`src/rtl/jtag_scan_sequencer.sv`:
```
// Purpose: turns RESET / SCAN_IR / SCAN_DR / IDLE commands into registered TMS/TDI streams for a JTAG TAP and captures TDO.
// Latency: first TMS/TDI pair the cycle after acceptance; a scan of N bits completes in N+6 (IR) or N+5 (DR) cycles plus a one-cycle DONE.
// Backpressure: o_cmd_ready is high only in IDLE and DONE; a command offered while busy is ignored until o_cmd_ready returns.
module jtag_scan_sequencer #(
    parameter int MAX_LEN = 32
) (
    input  logic               i_tck,
    input  logic               i_trst,
    input  logic               i_cmd_valid,
    output logic               o_cmd_ready,
    input  logic [1:0]         i_cmd_op,
    input  logic [5:0]         i_cmd_len,
    input  logic [MAX_LEN-1:0] i_cmd_data,
    output logic               o_tms,
    output logic               o_tdi,
    input  logic               i_tdo,
    output logic               o_rsp_valid,
    output logic [MAX_LEN-1:0] o_rsp_data,
    output logic               o_err,
    output logic               o_busy
);

    typedef enum logic [2:0] {
        S_INIT, S_IDLE, S_PRE, S_SHIFT, S_POST, S_WAIT, S_DONE
    } state_t;

    localparam logic [1:0] OP_RESET = 2'b00;
    localparam logic [1:0] OP_IR    = 2'b01;
    localparam logic [1:0] OP_DR    = 2'b10;
    localparam logic [1:0] OP_IDLE  = 2'b11;
    localparam logic [6:0] LP_MAX_LEN = 7'(MAX_LEN);

    state_t             r_state;
    logic [5:0]         r_cnt;
    logic [1:0]         r_op;
    logic [5:0]         r_len;
    logic [MAX_LEN-1:0] r_data;
    logic [MAX_LEN-1:0] r_cap;
    logic [MAX_LEN-1:0] r_bit;
    logic               r_tms;
    logic               r_tdi;
    logic               r_cmd_ready;
    logic               r_rsp_valid;
    logic [MAX_LEN-1:0] r_rsp_data;
    logic               r_err;

    logic               w_accept;
    logic               w_len_bad;
    logic               w_shift_last;
    logic               w_shift_next_last;
    logic [5:0]         w_pre_last;
    logic [5:0]         w_pre_next;
    logic               w_pre_tms;

    assign w_accept          = i_cmd_valid & r_cmd_ready;
    assign w_len_bad         = (i_cmd_len == 6'd0) || ({1'b0, i_cmd_len} > LP_MAX_LEN);
    assign w_shift_last      = (r_cnt == r_len - 6'd1);
    assign w_shift_next_last = (r_cnt + 6'd2 == r_len);

    assign o_cmd_ready = r_cmd_ready;
    assign o_busy      = ~r_cmd_ready;
    assign o_tms       = r_tms;
    assign o_tdi       = r_tdi;
    assign o_rsp_valid = r_rsp_valid;
    assign o_rsp_data  = r_rsp_data;
    assign o_err       = r_err;

    // Preamble shape per operation: length and TMS value of the next preamble cycle.
    always_comb begin
        w_pre_next = r_cnt + 6'd1;
        w_pre_last = 6'd5;
        w_pre_tms  = 1'b0;
        case (r_op)
            OP_IR:   begin w_pre_last = 6'd3; w_pre_tms = (w_pre_next < 6'd2); end
            OP_DR:   begin w_pre_last = 6'd2; w_pre_tms = 1'b0; end
            default: begin w_pre_last = 6'd5; w_pre_tms = (w_pre_next < 6'd5); end
        endcase
    end

    // Sequencer FSM: every output is registered, so each state sets up the pair for the following cycle.
    always_ff @(posedge i_tck or posedge i_trst) begin
        if (i_trst) begin
            r_state     <= S_INIT;
            r_cnt       <= 6'd0;
            r_op        <= OP_RESET;
            r_len       <= 6'd0;
            r_data      <= '0;
            r_cap       <= '0;
            r_bit       <= '0;
            r_tms       <= 1'b1;
            r_tdi       <= 1'b0;
            r_cmd_ready <= 1'b0;
            r_rsp_valid <= 1'b0;
            r_rsp_data  <= '0;
            r_err       <= 1'b0;
        end else begin
            r_rsp_valid <= 1'b0;
            case (r_state)
                S_INIT: begin
                    // Five TMS=1 cycles reach Test-Logic-Reset, one TMS=0 parks in Run-Test/Idle.
                    if (r_cnt == 6'd5) begin
                        r_state     <= S_IDLE;
                        r_cnt       <= 6'd0;
                        r_tms       <= 1'b0;
                        r_cmd_ready <= 1'b1;
                    end else begin
                        r_cnt <= r_cnt + 6'd1;
                        r_tms <= (r_cnt != 6'd4);
                    end
                end
                S_IDLE, S_DONE: begin
                    r_state     <= S_IDLE;
                    r_tms       <= 1'b0;
                    r_tdi       <= 1'b0;
                    r_cmd_ready <= 1'b1;
                    if (w_accept) begin
                        r_op   <= i_cmd_op;
                        r_len  <= i_cmd_len;
                        r_data <= i_cmd_data;
                        r_cap  <= '0;
                        r_bit  <= {{(MAX_LEN-1){1'b0}}, 1'b1};
                        r_cnt  <= 6'd0;
                        case (i_cmd_op)
                            OP_RESET: begin
                                r_state     <= S_PRE;
                                r_tms       <= 1'b1;
                                r_cmd_ready <= 1'b0;
                            end
                            OP_IDLE: begin
                                if (i_cmd_len == 6'd0) begin
                                    r_state     <= S_DONE;
                                    r_rsp_valid <= 1'b1;
                                    r_rsp_data  <= '0;
                                    r_err       <= 1'b0;
                                end else begin
                                    r_state     <= S_WAIT;
                                    r_cmd_ready <= 1'b0;
                                end
                            end
                            default: begin
                                // Zero-length or oversize scans are refused without touching the TAP.
                                if (w_len_bad) begin
                                    r_state     <= S_DONE;
                                    r_rsp_valid <= 1'b1;
                                    r_rsp_data  <= '0;
                                    r_err       <= 1'b1;
                                end else begin
                                    r_state     <= S_PRE;
                                    r_tms       <= 1'b1;
                                    r_cmd_ready <= 1'b0;
                                end
                            end
                        endcase
                    end
                end
                S_PRE: begin
                    if (r_cnt == w_pre_last) begin
                        if (r_op == OP_RESET) begin
                            r_state     <= S_DONE;
                            r_tms       <= 1'b0;
                            r_cmd_ready <= 1'b1;
                            r_rsp_valid <= 1'b1;
                            r_rsp_data  <= '0;
                            r_err       <= 1'b0;
                        end else begin
                            r_state <= S_SHIFT;
                            r_cnt   <= 6'd0;
                            r_tms   <= (r_len == 6'd1);
                            r_tdi   <= r_data[0];
                            r_data  <= r_data >> 1;
                        end
                    end else begin
                        r_cnt <= w_pre_next;
                        r_tms <= w_pre_tms;
                    end
                end
                S_SHIFT: begin
                    // TDO for the current bit is valid on the edge that ends its cycle.
                    r_cap <= r_cap | ({MAX_LEN{i_tdo}} & r_bit);
                    r_bit <= r_bit << 1;
                    if (w_shift_last) begin
                        r_state <= S_POST;
                        r_cnt   <= 6'd0;
                        r_tms   <= 1'b1;
                        r_tdi   <= 1'b0;
                    end else begin
                        r_cnt  <= r_cnt + 6'd1;
                        r_tms  <= w_shift_next_last;
                        r_tdi  <= r_data[0];
                        r_data <= r_data >> 1;
                    end
                end
                S_POST: begin
                    if (r_cnt == 6'd0) begin
                        r_cnt <= 6'd1;
                        r_tms <= 1'b0;
                    end else begin
                        r_state     <= S_DONE;
                        r_cmd_ready <= 1'b1;
                        r_rsp_valid <= 1'b1;
                        r_rsp_data  <= r_cap;
                        r_err       <= 1'b0;
                    end
                end
                S_WAIT: begin
                    if (r_cnt == r_len - 6'd1) begin
                        r_state     <= S_DONE;
                        r_cmd_ready <= 1'b1;
                        r_rsp_valid <= 1'b1;
                        r_rsp_data  <= '0;
                        r_err       <= 1'b0;
                    end else begin
                        r_cnt <= r_cnt + 6'd1;
                    end
                end
                default: r_state <= S_INIT;
            endcase
        end
    end

endmodule

```
`config.mk`:
```
export PLATFORM = sky130hd
export DESIGN_NAME = jtag_scan_sequencer
export DESIGN_NICKNAME = d
export VERILOG_FILES = /design/src/rtl/jtag_scan_sequencer.sv
export SDC_FILE = /design/constraint.sdc
export NUM_CORES = 1
export LEC_CHECK = 0
export ABC_AREA = 1
export CAP_MARGIN = 40
export CORE_ASPECT_RATIO = 1.1
export CORE_MARGIN = 1
export CORE_UTILIZATION = 45
export CTS_CLUSTER_SIZE = 8
export DETAILED_ROUTE_END_ITERATION = 8
export GPL_ROUTABILITY_DRIVEN = 1
export PLACE_DENSITY = 0.65
export SETUP_SLACK_MARGIN = 0.5
export SLEW_MARGIN = 10
export SYNTH_ARGS = -nofsm -noshare
export SYNTH_HDL_FRONTEND = slang
export SYNTH_SLANG_ARGS = --single-unit
```
`constraint.sdc`:
```
create_clock -name i_tck -period 7.8 [get_ports i_tck]
set_input_delay 1.56 -clock i_tck [delete_from_list [all_inputs] [get_ports i_tck]]
set_output_delay 1.56 -clock i_tck [all_outputs]
set_load 0.02 [all_outputs]
```
==> flow_summary.yaml, run 1 <==
grt:
  grt_pass1_wl_mm: 25.8
  grt_start_max_net_pins: 80
  grt-ovfl-total: 0
  antenna_found_initial: 0
  grt_pass1_vias: 5367
  track_usage: 0.199
logic_synthesis:
  syn-instance-count: 897
  synth_fp_nets: 952
  synthDistinctLibCells: 32
  ys_seq_area_frac: 0.520
  synthMuxAreaShare: 0
  yosys_register_bits: 150
  yosys.area_share.simple: 0.261
  synth_area_um2: 7220
  synth_compound_area_frac: 0.119
  syn_area_per_cell_um2: 8.05
  yosys_warnings: 0
  synth_xor_area_frac: 0.00970
  synth_top_family_by_area: "simple AND/OR/NAND/NOR gates"
  synthAdderAreaFrac: 0.0191
layout:
  drive_gt1_frac: 0.100
  finalNonFillerCells: 1176
  final_common_cell: "nand2_1"
  syn2layout_area_growth_pct: 21.7
  post-route-cell-area_um2: 8790
  num_antenna_cells: 0
  final_nets: 1018
  layout_common_cells: "262 x nand2_1, 149 x dfrtp_1, 111 x o21ai_0"
  nFillCells: 1450
die:
  placeableCoreArea_um2: 15700
  boundaryPins: 82
  rows: 48
  dieWidth_um: 123
  initial_core_util: 0.461
  die_area_um2: 16600
  die_h_um: 135
placement:
  place.gp.congestion: 0.868
  place_area_um2: 8210
  dpl_worst_slack_ns: 3.43
  hpwlAfterDp_mm: 9.94
  dp_cells: 1144
  io_buffer_count: 81
routing:
  num_vias: 5836
  ant_nets: 0
  first_pass_iters: 5
  wl_per_cell_um: 12.9
  drt-initial-drc-count: 414
  drt_wl_total_mm: 15.1
  drc: 0
  viasPerCell: 4.96
power_and_ir_drop:
  total_power_w: 0.00348
  p_per_area_nw_per_um2: 396
  vdd_drop_max_mv: 0.186
  p_leak_nw: 4.46
clock_network:
  cts_sinks: 150
  ctsHoldBuffers: 0
  ctsRootBufferMaster: "clkbuf_16"
  clock_latency_ns: 0.42
  numCtsBuffers: 17
  htree_levels: 4
  clkTransAtPathRegs_ns: 0.06
  cts_buffer_depth: 2
  cts_tree: "yes"
  cts_resized: 0
  post_cts.repair.setup_buffers: 0
sta:
  relSlewSlack: 0.505
  rsz0062_at_grt: "no"
  max_freq_mhz: 252
  period_needed_ns: 3.97
  fin_ws_ns: 3.83
  finClkSkew_ns: 0.00743
  worstMarginPinSlew_ns: 0.742
  tns_ns: 0
  hold_viol: 0
  slew_violations: 0
  setup_viol: 0
  fin_crit_sh: 0.508
job:
  maxCapViolations: 0
run_status:
  outcome: "finished clean"
critical_path:
  critical_path_class: "in2reg"
  startpoint_type: "input port"
  worstPathArrival_ns: 4.24
  cp.required_ns: 8.07
  crit_chain: "clkdlybuf4s50_1, nand2_1, inv_1, nand2_2, buf_4, inv_1, a31o_2, nand3_2, buf_4, o21ai_0"
  critPathMaxStageDelay_ns: 0.56
  crit_path_end_kind: "flip-flop"
  critPathSlowestCell: "buf_4"
  cp_max_fo: 74
worst_hold_path:
  min_path_type: "reg2reg"
## cell families (layout without fill, tap and decap cells)
family,count (synthesis),count (layout)
simple gates,446,446
fa+ha+maj,11,11
compound gates,158,158
xor+xnor,8,8
flops,150,150
buf+inv,124,203
## per-layer routing
layer  track usage  up-vias  wire, um
met5             0        -         0
met4        0.0779        0       257
met3        0.0465       19       609
met2         0.299      113      6890
met1         0.278     2715      7360
li1              -     2989         -
## through the flow
step,util,hold slack (ns)
6_report,0.561,0.479
5_1_grt,0.561,0.499
4_1_cts,0.561,0.482
3_5_place_dp,0.524,0.467
3_3_place_gp,0.518,0.461
2_1_floorplan,-,0.448
## report_power, final
part	leakage, nW	switching [W]	internal, W	total, W
clock	0.277	0.000317	0.000489	0.000806
combinational	2.20	0.000871	0.000498	0.00137
sequential	1.98	0.000199	0.00110	0.00130
## synthesized netlist by cell type (all sizes together)
library cell	n	area, um2
a21boi	1	7.51
o21ai	145	774
and2	1	6.26
clkbuf	23	86.3
dfrtp	149	3730
nand4	8	50.1
or2	31	194
nor3	2	10.0
a32o	1	10.0
xor2	4	35.0
a31o	1	8.76
inv	79	297
a211oi	1	7.51
o211ai	1	7.51
dfstp	1	26.3
ha	11	138
nand3	67	350
buf	21	130
nor2	71	269
nand2	266	1010
a21oi	8	43.8
xnor2	4	35.0
clkinv	1	3.75
## registers in the layout, summed over array words and instances (netlist names), 2 cells and up
register and count:
o_rsp_data 32, r_bit 32, r_cap 32, r_data 32, r_cnt 6, r_len 6
r_state 3, r_op 2
## area by class of cell
class,instances,area [um2],area share
Inverter,80,305,0.0347
Multi-Input combinational cell,623,2960,0.336
Timing Repair Buffer,91,946,0.108
Tap cell,200,250,0.0285
Clock buffer,22,464,0.0528
Sequential cell,150,3750,0.427
Clock inverter,10,119,0.0135
## critical path: cells and delay by family
| family | cells | cell delay (ns) |
|---|---|---|
| simple gates | 3 | 0.21 |
| buf+inv | 5 | 1.92 |
| compound gates | 2 | 0.47 |
## worst paths after layout
kind | cells past startpoint | slack (ns) | start | end
max | 10 | 3.83 | i_cmd_valid | o_rsp_data[12]
min | 2 | 0.48 | o_rsp_data[16] | o_rsp_data[16]
max reg2reg | 10 | 4.73 | r_state[1] | o_rsp_data[12]
min reg2reg | 2 | 0.48 | o_rsp_data[16] | o_rsp_data[16]
max in group asynchronous | 4 | 5.11 | i_trst | o_tms
min in group asynchronous | 2 | 1.65 | i_trst | r_cap[5]
Note: power is estimated with default switching activity, not from simulation.
==> inputs of run 2 (changes only) <==
Settings changed: PLACE_DENSITY 0.65 to 0.68.
Clock period 7.8 ns to 3.55 ns, I/O delays scaled along.
==> flow_summary.yaml, run 2 (synthesis gave the netlist of run 1 again) <==
run_status:
  outcome: "finished clean"
clock_network:
  clkTransAtPathRegs_ns: 0.06
  post_cts.repair.setup_buffers: 0
  ctsHoldBuffers: 0
  cts_buffer_depth: 2
  cts_tree: "yes"
  numCtsBuffers: 17
  htree_levels: 4
  clock_latency_ns: 0.42
  cts_resized: 0
  ctsRootBufferMaster: "clkbuf_16"
  cts_sinks: 150
layout:
  multi_input_area_um2: 2960
  layout_common_cells: "262 x nand2_1, 149 x dfrtp_1, 111 x o21ai_0"
  num_antenna_cells: 0
  final_common_cell: "nand2_1"
  nFillCells: 1440
  drive_gt1_frac: 0.105
  layout.area.seq_um2: 3750
  final_nets: 1020
  syn2layout_area_growth_pct: 23.0
power_and_ir_drop:
  seqPwrFrac: 0.363
  power_frac_comb: 0.383
  sw_frac_of_total: 0.391
  vdd_drop_max_mv: 0.494
  p_clk_frac: 0.254
  p_leak_nw: 4.51
  p_int_w: 0.00481
  p_per_area_nw_per_um2: 889
  netSwitchingPower_w: 0.00309
  total_power_w: 0.00790
routing:
  num_vias: 5851
  drc: 0
  viasPerCell: 4.97
  drt-initial-drc-count: 329
  wl_per_cell_um: 13.1
  drt_wl_total_mm: 15.4
  first_pass_iters: 5
  ant_nets: 0
die:
  die_h_um: 135
  rows: 48
  initial_core_util: 0.461
  boundaryPins: 82
  placeableCoreArea_um2: 15700
  dieWidth_um: 123
  die_area_um2: 16600
grt:
  track_usage: 0.204
  grt-ovfl-total: 0
  grt_pass1_vias: 5623
  grt_start_max_net_pins: 74
  antenna_found_initial: 0
  grt_pass1_wl_mm: 26.6
critical_path:
  critical_path_class: "reg2out"
  critPathSlowestCell: "clkdlybuf4s50_1"
  r2r_slack_ns: 1.32
  critPathBufInv: 1
  cp.required_ns: 2.84
  startpoint_type: "flip-flop"
  critPathMaxStageDelay_ns: 0.60
  worstPathArrival_ns: 1.57
  crit_chain: "clkdlybuf4s50_1"
  critPathTopFamily: "buffers and inverters"
  crit_path_end_kind: "output pin"
  cp_max_fo: 2
sta:
  worstMarginPinSlew_ns: 0.703
  relSlewSlack: 0.531
  fin_ws_ns: 1.27
  period_needed_ns: 2.28
  setup_viol: 0
  fin_crit_sh: 0.643
  slew_violations: 0
  max_freq_mhz: 438
  tns_ns: 0
  rsz0062_at_grt: "no"
  hold_viol: 0
  finClkSkew_ns: 0.00844
placement:
  place.gp.congestion: 0.903
  hpwlAfterDp_mm: 10.3
  io_buffer_count: 81
  dpl_worst_slack_ns: 0.974
worst_hold_path:
  min_path_type: "reg2reg"
job:
  maxCapViolations: 0
==> run 2: cell types whose count changed in the layout (fill, tap and decap cells not counted), sizes merged <==
cell	change
inv	+1
bufinv	+3
clkinvlp	-1
clkbuf	-4
clkinv	+1
buf	+2
==> run 2: metrics by stage <==
step	hold WS [ns]	instances	cell area, um2	util
final	0.481	1178	8890	0.567
after global routing	0.493	1178	8890	0.567
after CTS	0.483	1178	8890	0.567
after detailed placement	0.467	1146	8230	0.525
after global placement	0.460	1145	8210	0.524
after floorplan	0.448	897	7230	-
==> run 2: area by class of cell <==
cell class / instances / area share
repair buffers: 93 / 0.108
multi-input cells: 623 / 0.333
well taps: 200 / 0.0282
flip-flops and latches: 150 / 0.423
inverters: 80 / 0.0342
clock inverters: 14 / 0.0246
clock buffers: 18 / 0.0494
==> run 2: worst paths after layout <==
kind,to,startpoint,cells past startpoint
setup / recovery,o_tms,o_tms,1
hold / removal,o_rsp_data[24],o_rsp_data[24],2
setup reg to reg,r_data[8],r_op[0],11
hold reg to reg,o_rsp_data[24],o_rsp_data[24],2
max in group asynchronous,r_bit[0],i_trst,4
min in group asynchronous,o_rsp_data[7],i_trst,2
==> run 2: power by group through the flow <==
stage                     Sequential [W]  Combinational [W]  Clock [W]
after floorplan                  0.00286            0.00227          0
after global placement           0.00288            0.00296          0
after detailed placement         0.00288            0.00306          0
after CTS                        0.00286            0.00307    0.00205
after global routing             0.00296            0.00349    0.00212
final                            0.00287            0.00303    0.00201
==> run 2: worst min-delay path, cell delays in order (launching register included) <==
cell     delay (ns)
dfrtp_1        0.34
nand2_1        0.07
o21ai_2        0.05
==> run 2: metal layers <==
metal | global-route usage | vias up | part of all wire
li1 | - | 2996 | -
met1 | 0.282 | 2714 | 0.48
met2 | 0.319 | 125 | 0.47
met3 | 0.0414 | 16 | 0.041
met4 | 0.0684 | 0 | 0.012
met5 | 0 | - | 0
